==> config.mk <==
export PLATFORM = sky130hd
export DESIGN_NAME = ercm_err_stat
export DESIGN_NICKNAME = d
export VERILOG_FILES = /design/src/rtl/ercm_err_stat.sv
export SDC_FILE = /design/constraint.sdc
export NUM_CORES = 1
export LEC_CHECK = 0
export ABC_AREA = 1
export CORE_MARGIN = 5
export CORE_UTILIZATION = 42
export DETAILED_ROUTE_END_ITERATION = 10
export SYNTH_ARGS = -nofsm -noshare
export SYNTH_HDL_FRONTEND = slang
export SYNTH_SLANG_ARGS = --single-unit
==> constraint.sdc <==
create_clock -name clk -period 6 [get_ports clk]
set_clock_uncertainty 0.05 [all_clocks]
set_input_delay 1.5 -clock clk [delete_from_list [all_inputs] [get_ports clk]]
set_output_delay 1.5 -clock clk [all_outputs]
set_load 0.02 [all_outputs]
==> src/rtl/ercm_err_stat.sv <==
// ercm_err_stat: error-distance statistics for an approximate 8x8 multiplier over an N-sample campaign.
// Define ERCM_ERR_SQ_EN to add err_sq_sum, the running sum of squared error distance.
module ercm_err_stat #(
  parameter int SMP_W = 16
) (
  input  logic             clk,
  input  logic             rst_n,
  input  logic             start,
  input  logic [SMP_W-1:0] num_samples,
  input  logic             in_valid,
  output logic             in_ready,
  input  logic [7:0]       op_a,
  input  logic [7:0]       op_b,
  input  logic [15:0]      prod_apx,
  output logic             busy,
  output logic             done,
  output logic [SMP_W-1:0] sample_cnt,
  output logic [SMP_W-1:0] err_cnt,
  output logic [31:0]      err_sum,
  output logic [15:0]      err_max
`ifdef ERCM_ERR_SQ_EN
  , output logic [47:0]    err_sq_sum
`endif
);
  typedef enum logic [1:0] {IDLE, RUN, DRAIN, DONE} state_t;
  state_t state_q, state_d;
  logic [SMP_W-1:0] n_q, sample_cnt_q, err_cnt_q;
  logic [31:0] err_sum_q;
  logic [15:0] err_max_q, apx_q, ed_q, exact;
  logic [7:0] a_q, b_q;
  logic v0_q, v1_q, xfer, clr;
  logic [32:0] sum_ext;
  assign xfer = in_valid & in_ready;
  assign clr = (state_q == IDLE) & start;
  assign exact = a_q * b_q;
  assign sum_ext = {1'b0, err_sum_q} + {17'b0, ed_q};
  always_ff @(posedge clk or negedge rst_n)
    if (!rst_n) state_q <= IDLE;
    else state_q <= state_d;
  always_comb begin
    state_d = state_q;
    case (state_q)
      IDLE:  if (start) state_d = (num_samples == '0) ? DONE : RUN;
      RUN:   if (xfer && sample_cnt_q == n_q - 1'b1) state_d = DRAIN;
      DRAIN: if (!v0_q && !v1_q) state_d = DONE;
      DONE:  state_d = IDLE;
      default: state_d = IDLE;
    endcase
  end
  always_comb begin
    in_ready = state_q == RUN;
    busy = (state_q == RUN) | (state_q == DRAIN);
    done = state_q == DONE;
  end
  // Stage 0 captures the accepted sample, stage 1 holds its error distance, then statistics fold it in.
  always_ff @(posedge clk or negedge rst_n)
    if (!rst_n) begin
      v0_q <= 1'b0;
      v1_q <= 1'b0;
      a_q <= '0;
      b_q <= '0;
      apx_q <= '0;
      ed_q <= '0;
      n_q <= '0;
      sample_cnt_q <= '0;
      err_cnt_q <= '0;
      err_sum_q <= '0;
      err_max_q <= '0;
    end else begin
      v0_q <= xfer;
      v1_q <= v0_q;
      if (xfer) begin
        a_q <= op_a;
        b_q <= op_b;
        apx_q <= prod_apx;
      end
      if (v0_q) ed_q <= (exact >= apx_q) ? exact - apx_q : apx_q - exact;
      if (clr) begin
        n_q <= num_samples;
        sample_cnt_q <= '0;
        err_cnt_q <= '0;
        err_sum_q <= '0;
        err_max_q <= '0;
      end else begin
        if (xfer) sample_cnt_q <= sample_cnt_q + 1'b1;
        if (v1_q) begin
          err_cnt_q <= err_cnt_q + SMP_W'(ed_q != '0);
          err_sum_q <= sum_ext[32] ? '1 : sum_ext[31:0];
          err_max_q <= (ed_q > err_max_q) ? ed_q : err_max_q;
        end
      end
    end
`ifdef ERCM_ERR_SQ_EN
  logic [47:0] err_sq_sum_q;
  logic [31:0] ed_sq;
  assign ed_sq = ed_q * ed_q;
  always_ff @(posedge clk or negedge rst_n)
    if (!rst_n) err_sq_sum_q <= '0;
    else if (clr) err_sq_sum_q <= '0;
    else if (v1_q) err_sq_sum_q <= err_sq_sum_q + {16'b0, ed_sq};
  assign err_sq_sum = err_sq_sum_q;
`endif
  assign sample_cnt = sample_cnt_q;
  assign err_cnt = err_cnt_q;
  assign err_sum = err_sum_q;
  assign err_max = err_max_q;
endmodule

==> run metrics, run 1 <==
Max Transition Viols Final 0; worst slew margin relative to its limit 0.3654; synthesized instance count 1745; Worst EP arrival 6.02 ns; Sink Count 148; CP Launch Type flop; overall die area 33480 sq um; Critical-path top delay cell fa_1; worst hold-check path type reg2reg; CTS buffer count 17; Synth Area in Simple Gates 0.2757; CP Buf/Inv Count 8; WS Path Type reg2reg; maxcap violations 0; drt first pass iters 5; Tot GR Track Use 0.2005; Mapped Nets 1944; GRT overflow 0; Max FO, Critical Path 7; Synth Flop Type dfrtp_1; Worst setup EP type flop; Post-Synth Adder-Cell Area 0.1696; CTS tree yes; Fin Hold WS 0.4123 ns; CP peak stage delay 0.55 ns; Post-Syn Area 12570 sq um; part of the Yosys area used for sequential elements 0.2947; Vias per Instance 4.996; Max Fclk 0.1724 GHz; slew at the pin with the worst max-slew slack 0.9520 ns; clk_lat worst skew 0.44 ns; Longest Clk Path Bufs 2; H-tree depth 4; first-pass GRT wire length 55.38 mm; Port Buffers 134; final-report hold violation count 0; Largest delay share family, worst path adder cells; DRC Markers 0; status completed; Root Driver clkbuf_16; die height 183.0 microns; largest net degree at the start of global routing 55; clock slew at reported path FFs 0.07 ns; core area 29560 sq um; CP required 6.22 ns; Ports 135; WL per Instance 14.52 microns; via count 11411; Synth cell types 55; asr flop ratio synth 1.000; Most common cell on crit path inv_1; standard-cell rows 63; Chip Width 183.0 microns; routability-driven placement congestion ratio 0.9056; post-DP HPWL 25.99 mm; synth warn 0; Tcrit/Tclk final 0.9668; count of state elements after synthesis 148; initial antenna violation count 2; Post-synth EDFFs 0; largest family of logic cells by synthesized area simple AND/OR/NAND/NOR gates; layout net count 2078; Setup TNS 0 ns; WL final 33.17 mm; Mapped Avg Cell Area 7.202 sq um; Setup Viol. Count Final 0; Post-Synth XOR/XNOR Area 0.04082; hold_buf cts 0; multiplexer share of the synthesized area 0; crit path time final 5.801 ns; vias in the first global route 11259; post-route ant nets 0; layout cells sized above 1 0.08192; Initial Utilization 0.4252; post-layout util 0.5142; post-synthesis compound-gate area fraction 0.1069; Syn-to-layout area delta 20.94%; initial DRC count 733
## path summary, 6_finish.rpt
check | startpoint | endpoint | slack (ns) | cells past startpoint
setup / recovery | a_q[1] | ed_q[8] | 0.20 | 28
hold / removal | err_cnt[15] | err_cnt[15] | 0.41 | 1
setup reg to reg | a_q[1] | ed_q[8] | 0.20 | 28
hold reg to reg | err_cnt[15] | err_cnt[15] | 0.41 | 1
max in group asynchronous | rst_n | ed_q[2] | 3.76 | 2
min in group asynchronous | rst_n | a_q[6] | 0.97 | 1
## worst reg2reg max path: cells and delay by family, from the launching register on
| kind | cells | cell delay (ns) |
|---|---|---|
| buffers and inverters | 8 | 0.74 |
| adders and majority gates | 6 | 2.54 |
| and+or+nand+nor | 8 | 1.09 |
| DFF | 1 | 0.42 |
| AOI/OAI and AO/OA | 5 | 0.61 |
| xor gates and xnor gates | 1 | 0.20 |
## through the flow
step | instance area, sq um | setup slack (ns) | std cells
after floorplan | 12570 | 0.3107 | 1745
after global placement | 14250 | 0.1438 | 2231
after detailed placement | 14250 | -0.1438 | 2231
after CTS | 14960 | 0.01228 | 2272
after global routing | 15200 | -0.03540 | 2284
final | 15200 | 0.1992 | 2284
## cells by family (layout without fill, tap and decap cells)
| kind of cell | count (synthesis) | count (layout) |
|---|---|---|
| simple gates | 805 | 805 |
| buf+inv | 352 | 499 |
| xor+xnor | 57 | 57 |
| flops | 148 | 148 |
| fa+ha+maj | 147 | 147 |
| compound gates | 236 | 236 |
| other cells | 0 | 2 |
## Yosys cell counts, drive strengths merged, types with 10 or more instances
library cell,count,area share
buf,23,0.014
inv,292,0.087
a22o,11,0.0077
fa,39,0.062
nand3,99,0.044
nand4,24,0.012
nor3,26,0.013
o21ai,100,0.041
nor4,10,0.0060
a21oi,88,0.037
clkbuf,37,0.011
nand2,513,0.16
xor2,35,0.024
a31oi,10,0.0050
dfrtp,148,0.29
nor2,122,0.039
ha,108,0.11
xnor2,21,0.015
## cells in the final DEF (no fill, tap or decap), types with 4 or more instances in the layout
cell type | netlist | final
nand2_1 | 502 | 498
inv_1 | 289 | 289
dfrtp_1 | 148 | 142
clkdlybuf4s50_1 | 0 | 133
nor2_1 | 113 | 110
ha_1 | 108 | 101
nand3_1 | 89 | 89
o21ai_0 | 92 | 87
a21oi_1 | 85 | 78
fa_1 | 39 | 38
buf_4 | 4 | 38
xor2_1 | 35 | 34
nand4_1 | 24 | 24
nor3_1 | 23 | 23
xnor2_1 | 21 | 21
clkbuf_16 | 0 | 17
nand2_2 | 8 | 11
nor2_2 | 8 | 11
a22o_1 | 11 | 11
a31oi_1 | 10 | 10
a21oi_2 | 2 | 8
nor4_1 | 8 | 8
nand3_2 | 9 | 8
o21ai_1 | 4 | 7
o21bai_1 | 7 | 6
o21ai_2 | 4 | 6
a211oi_1 | 6 | 6
dfrtp_2 | 0 | 6
inv_6 | 0 | 6
a21o_1 | 5 | 5
nand3b_1 | 4 | 4
nand2_4 | 3 | 4
ha_4 | 0 | 4
## registers in the layout, summed over array words and instances (netlist names)
signal      count
n_q            16
v1_q            1
err_cnt        16
b_q             8
ed_q           16
v0_q            1
apx_q          16
err_max        16
sample_cnt     16
err_sum        32
state_q         2
a_q             8
## cell type report
type / count / area, sq um
multi-input combinational: 1245 / 7605
inverter: 292 / 1109
sequential: 148 / 3711
antenna: 2 / 5.005
timing repair buffer: 174 / 1659
tap: 390 / 488.0
clock buffer: 19 / 452.9
timing repair inverter: 1 / 8.758
fill: 2916 / 14360
clock inverter: 13 / 161.4
## repair_timing
action,in CTS,in global routing
endpoints found under the setup margin,15,15
setup buffers,9,9
cloned,0,1
resized for setup,9,36
pin swaps,4,13
## per-layer routing
metal  global-route usage  wire (microns)
met1               0.2637           15310
met2               0.3443           15970
met3              0.02955            1270
met4              0.05840             619
met5                    0               0
Power of run 1 is left out: the tool's default activity adds up to more than one toggle a clock period on the data nets, which glitch-free logic cannot reach.
==> run 2: changes to the inputs <==
--- a/config.mk
+++ b/config.mk
@@ -6,9 +6,11 @@
 export NUM_CORES = 1
 export LEC_CHECK = 0
 export ABC_AREA = 1
+export CAP_MARGIN = 20
 export CORE_MARGIN = 5
 export CORE_UTILIZATION = 42
 export DETAILED_ROUTE_END_ITERATION = 10
+export GPL_TIMING_DRIVEN = 0
 export SYNTH_ARGS = -nofsm -noshare
 export SYNTH_HDL_FRONTEND = slang
 export SYNTH_SLANG_ARGS = --single-unit
==> run metrics, run 2 (synthesized netlist as in run 1, its figures left out) <==
CP Launch Type flop; die height 183.0 microns (unchanged); Worst setup EP type flop; crit path time final 5.721 ns (-0.08006 ns); Max Transition Viols Final 0 (unchanged); most frequent cells in the layout nand2_1 (495), inv_1 (286), dfrtp_1 (134), clkdlybuf4s50_1 (133), nor2_1 (111); R2R setup slack 0.28 ns (+0.08 ns); status completed; WS Path Type reg2reg; post-layout util 0.5245 (+0.01029); Vias per Instance 5.009 (+0.27%); layout cells sized above 1 0.09627 (+0.01435); footprint of the multi-input gates 7660 sq um (+0.72%); Largest delay share family, worst path adder cells; initial antenna violation count 2 (unchanged); Ports 135 (unchanged); startpoint of the worst hold path v0_q; Max Fclk 0.1748 GHz (+1.4%); Worst R2R Path Depth 25 (-11%); Root Driver clkbuf_16; slew at the pin with the worst max-slew slack 0.7394 ns (-0.2125 ns); clk_lat worst skew 0.44 ns (about the same); CP peak stage delay 0.54 ns (about the same); CP required 6.26 ns (+0.04 ns); CTS tree yes; core area 29560 sq um (unchanged); Port Buffers 134 (unchanged); routability-driven placement congestion ratio 0.9230 (+1.9%); Sink Count 148 (unchanged); H-tree depth 4 (unchanged); initial DRC count 744 (+1.5%); standard-cell rows 63 (unchanged); DRC Markers 0 (unchanged); reg2reg start a_q[2]; GRT overflow 0 (unchanged); CP Depth 25 (-11%); Syn-to-layout area delta 23.35%; maxcap violations 0 (unchanged); worst hold-check path type reg2reg; commonest non-fill, non-tap cell in the layout nand2_1; Tot GR Track Use 0.2100 (+0.009561); layout net count 2118 (+1.9%); Chip Width 183.0 microns (unchanged); overall die area 33480 sq um (unchanged); WL final 34.45 mm (+3.9%); Longest Clk Path Bufs 2 (unchanged); CTS buffer count 17 (unchanged); Tcrit/Tclk final 0.9535 (-0.01334); Crit Reg-Reg Endpoint ed_q[1]; Worst EP arrival 5.98 ns (-0.04 ns); Initial Utilization 0.4252 (unchanged); Max FO, Critical Path 7 (unchanged); Setup Viol. Count Final 0 (unchanged); post-route ant nets 0 (unchanged); hold_buf cts 0 (unchanged); FILL cells 2914 (-0.069%); CP Buf/Inv Count 6 (-2); largest net degree at the start of global routing 89 (+62%); hold-critical path depth 0 (-1); first-pass GRT wire length 57.82 mm (+4.4%); clock slew at reported path FFs 0.07 ns (about the same); post-DP HPWL 26.98 mm (+3.8%); final-report hold violation count 0 (unchanged); max FFs per register 32 (unchanged); Critical-path top delay cell fa_1; register area 3721 sq um (+0.27%); vias in the first global route 11450 (+1.7%); worst slew margin relative to its limit 0.5070 (+0.1417); WL per Instance 14.82 microns (+2.1%); drt first pass iters 5 (unchanged); Worst Hold Path EP v1_q; via count 11642 (+2.0%)
## run 2: cell count changes in the layout (fill, tap and decap cells not counted), sizes merged
| cell | delta |
|---|---|
| clkbuf | +24 |
| clkinv | +1 |
| buf | +17 |
| inv | -1 |
| clkinvlp | -1 |
## run 2: worst max path at each step
stage,start,to,slack [ns]
6_report,a_q[2],ed_q[1],0.28
5_1_grt,b_q[4],ed_q[1],-0.05
2_1_floorplan,a_q[0],ed_q[1],0.31
3_3_place_gp,rst_n,err_sum[17],-3.14
4_1_cts,a_q[2],ed_q[1],0.003
3_5_place_dp,b_q[6],ed_q[1],-0.56
## run 2: final cells by class
cell class	count	share of cell area
clock buffer	19	0.02857
multi-input combinational	1245	0.4941
sequential	148	0.2400
clock inverter	13	0.01057
timing repair buffer	169	0.1064
tap	390	0.03147
antenna	2	0.0003228
buffer	46	0.01751
inverter	292	0.07102
## run 2: metrics by stage
stage	instances	setup WS [ns]	setup TNS (ns)	hold slack (ns)	instance area [sq um]
after floorplan	1745	0.3107	0	0.3019	12570
after global placement	2269	-3.145	-469.94	0.3082	14400
after detailed placement	2270	-0.5575	-7.579	0.3100	14430
after CTS	2301	0.002805	0	0.3247	15140
after global routing	2324	-0.04852	-0.1235	0.3376	15500
final	2324	0.2792	0	0.3221	15500
## run 2: worst reg2reg max path, delay by kind of cell (launching register included)
kind                     cells  cell delay (ns)
AO/OA/AOI/OAI                6             0.78
AND/OR/NAND/NOR              6             0.86
flip-flops                   1             0.47
adder cells (fa/ha/maj)      6             2.65
XOR/XNOR                     1             0.28
buffers and inverters        6             0.50
## run 2: timing repair
action | CTS | global route
endpoints found under the setup margin | 15 | 15
resized for setup | 21 | 43
buffers inserted | 13 | 20
pin swaps | 2 | 34
gates cloned | 0 | 1
## run 2: layer usage
layer | GRT usage | share of wire | vias up
met5 | 0 | 0 | -
met4 | 0.05542 | 0.018 | 0
met3 | 0.03550 | 0.043 | 37
met2 | 0.3581 | 0.49 | 226
met1 | 0.2780 | 0.45 | 5520
li1 | - | - | 5859
Power of run 2 is left out for the same reason.
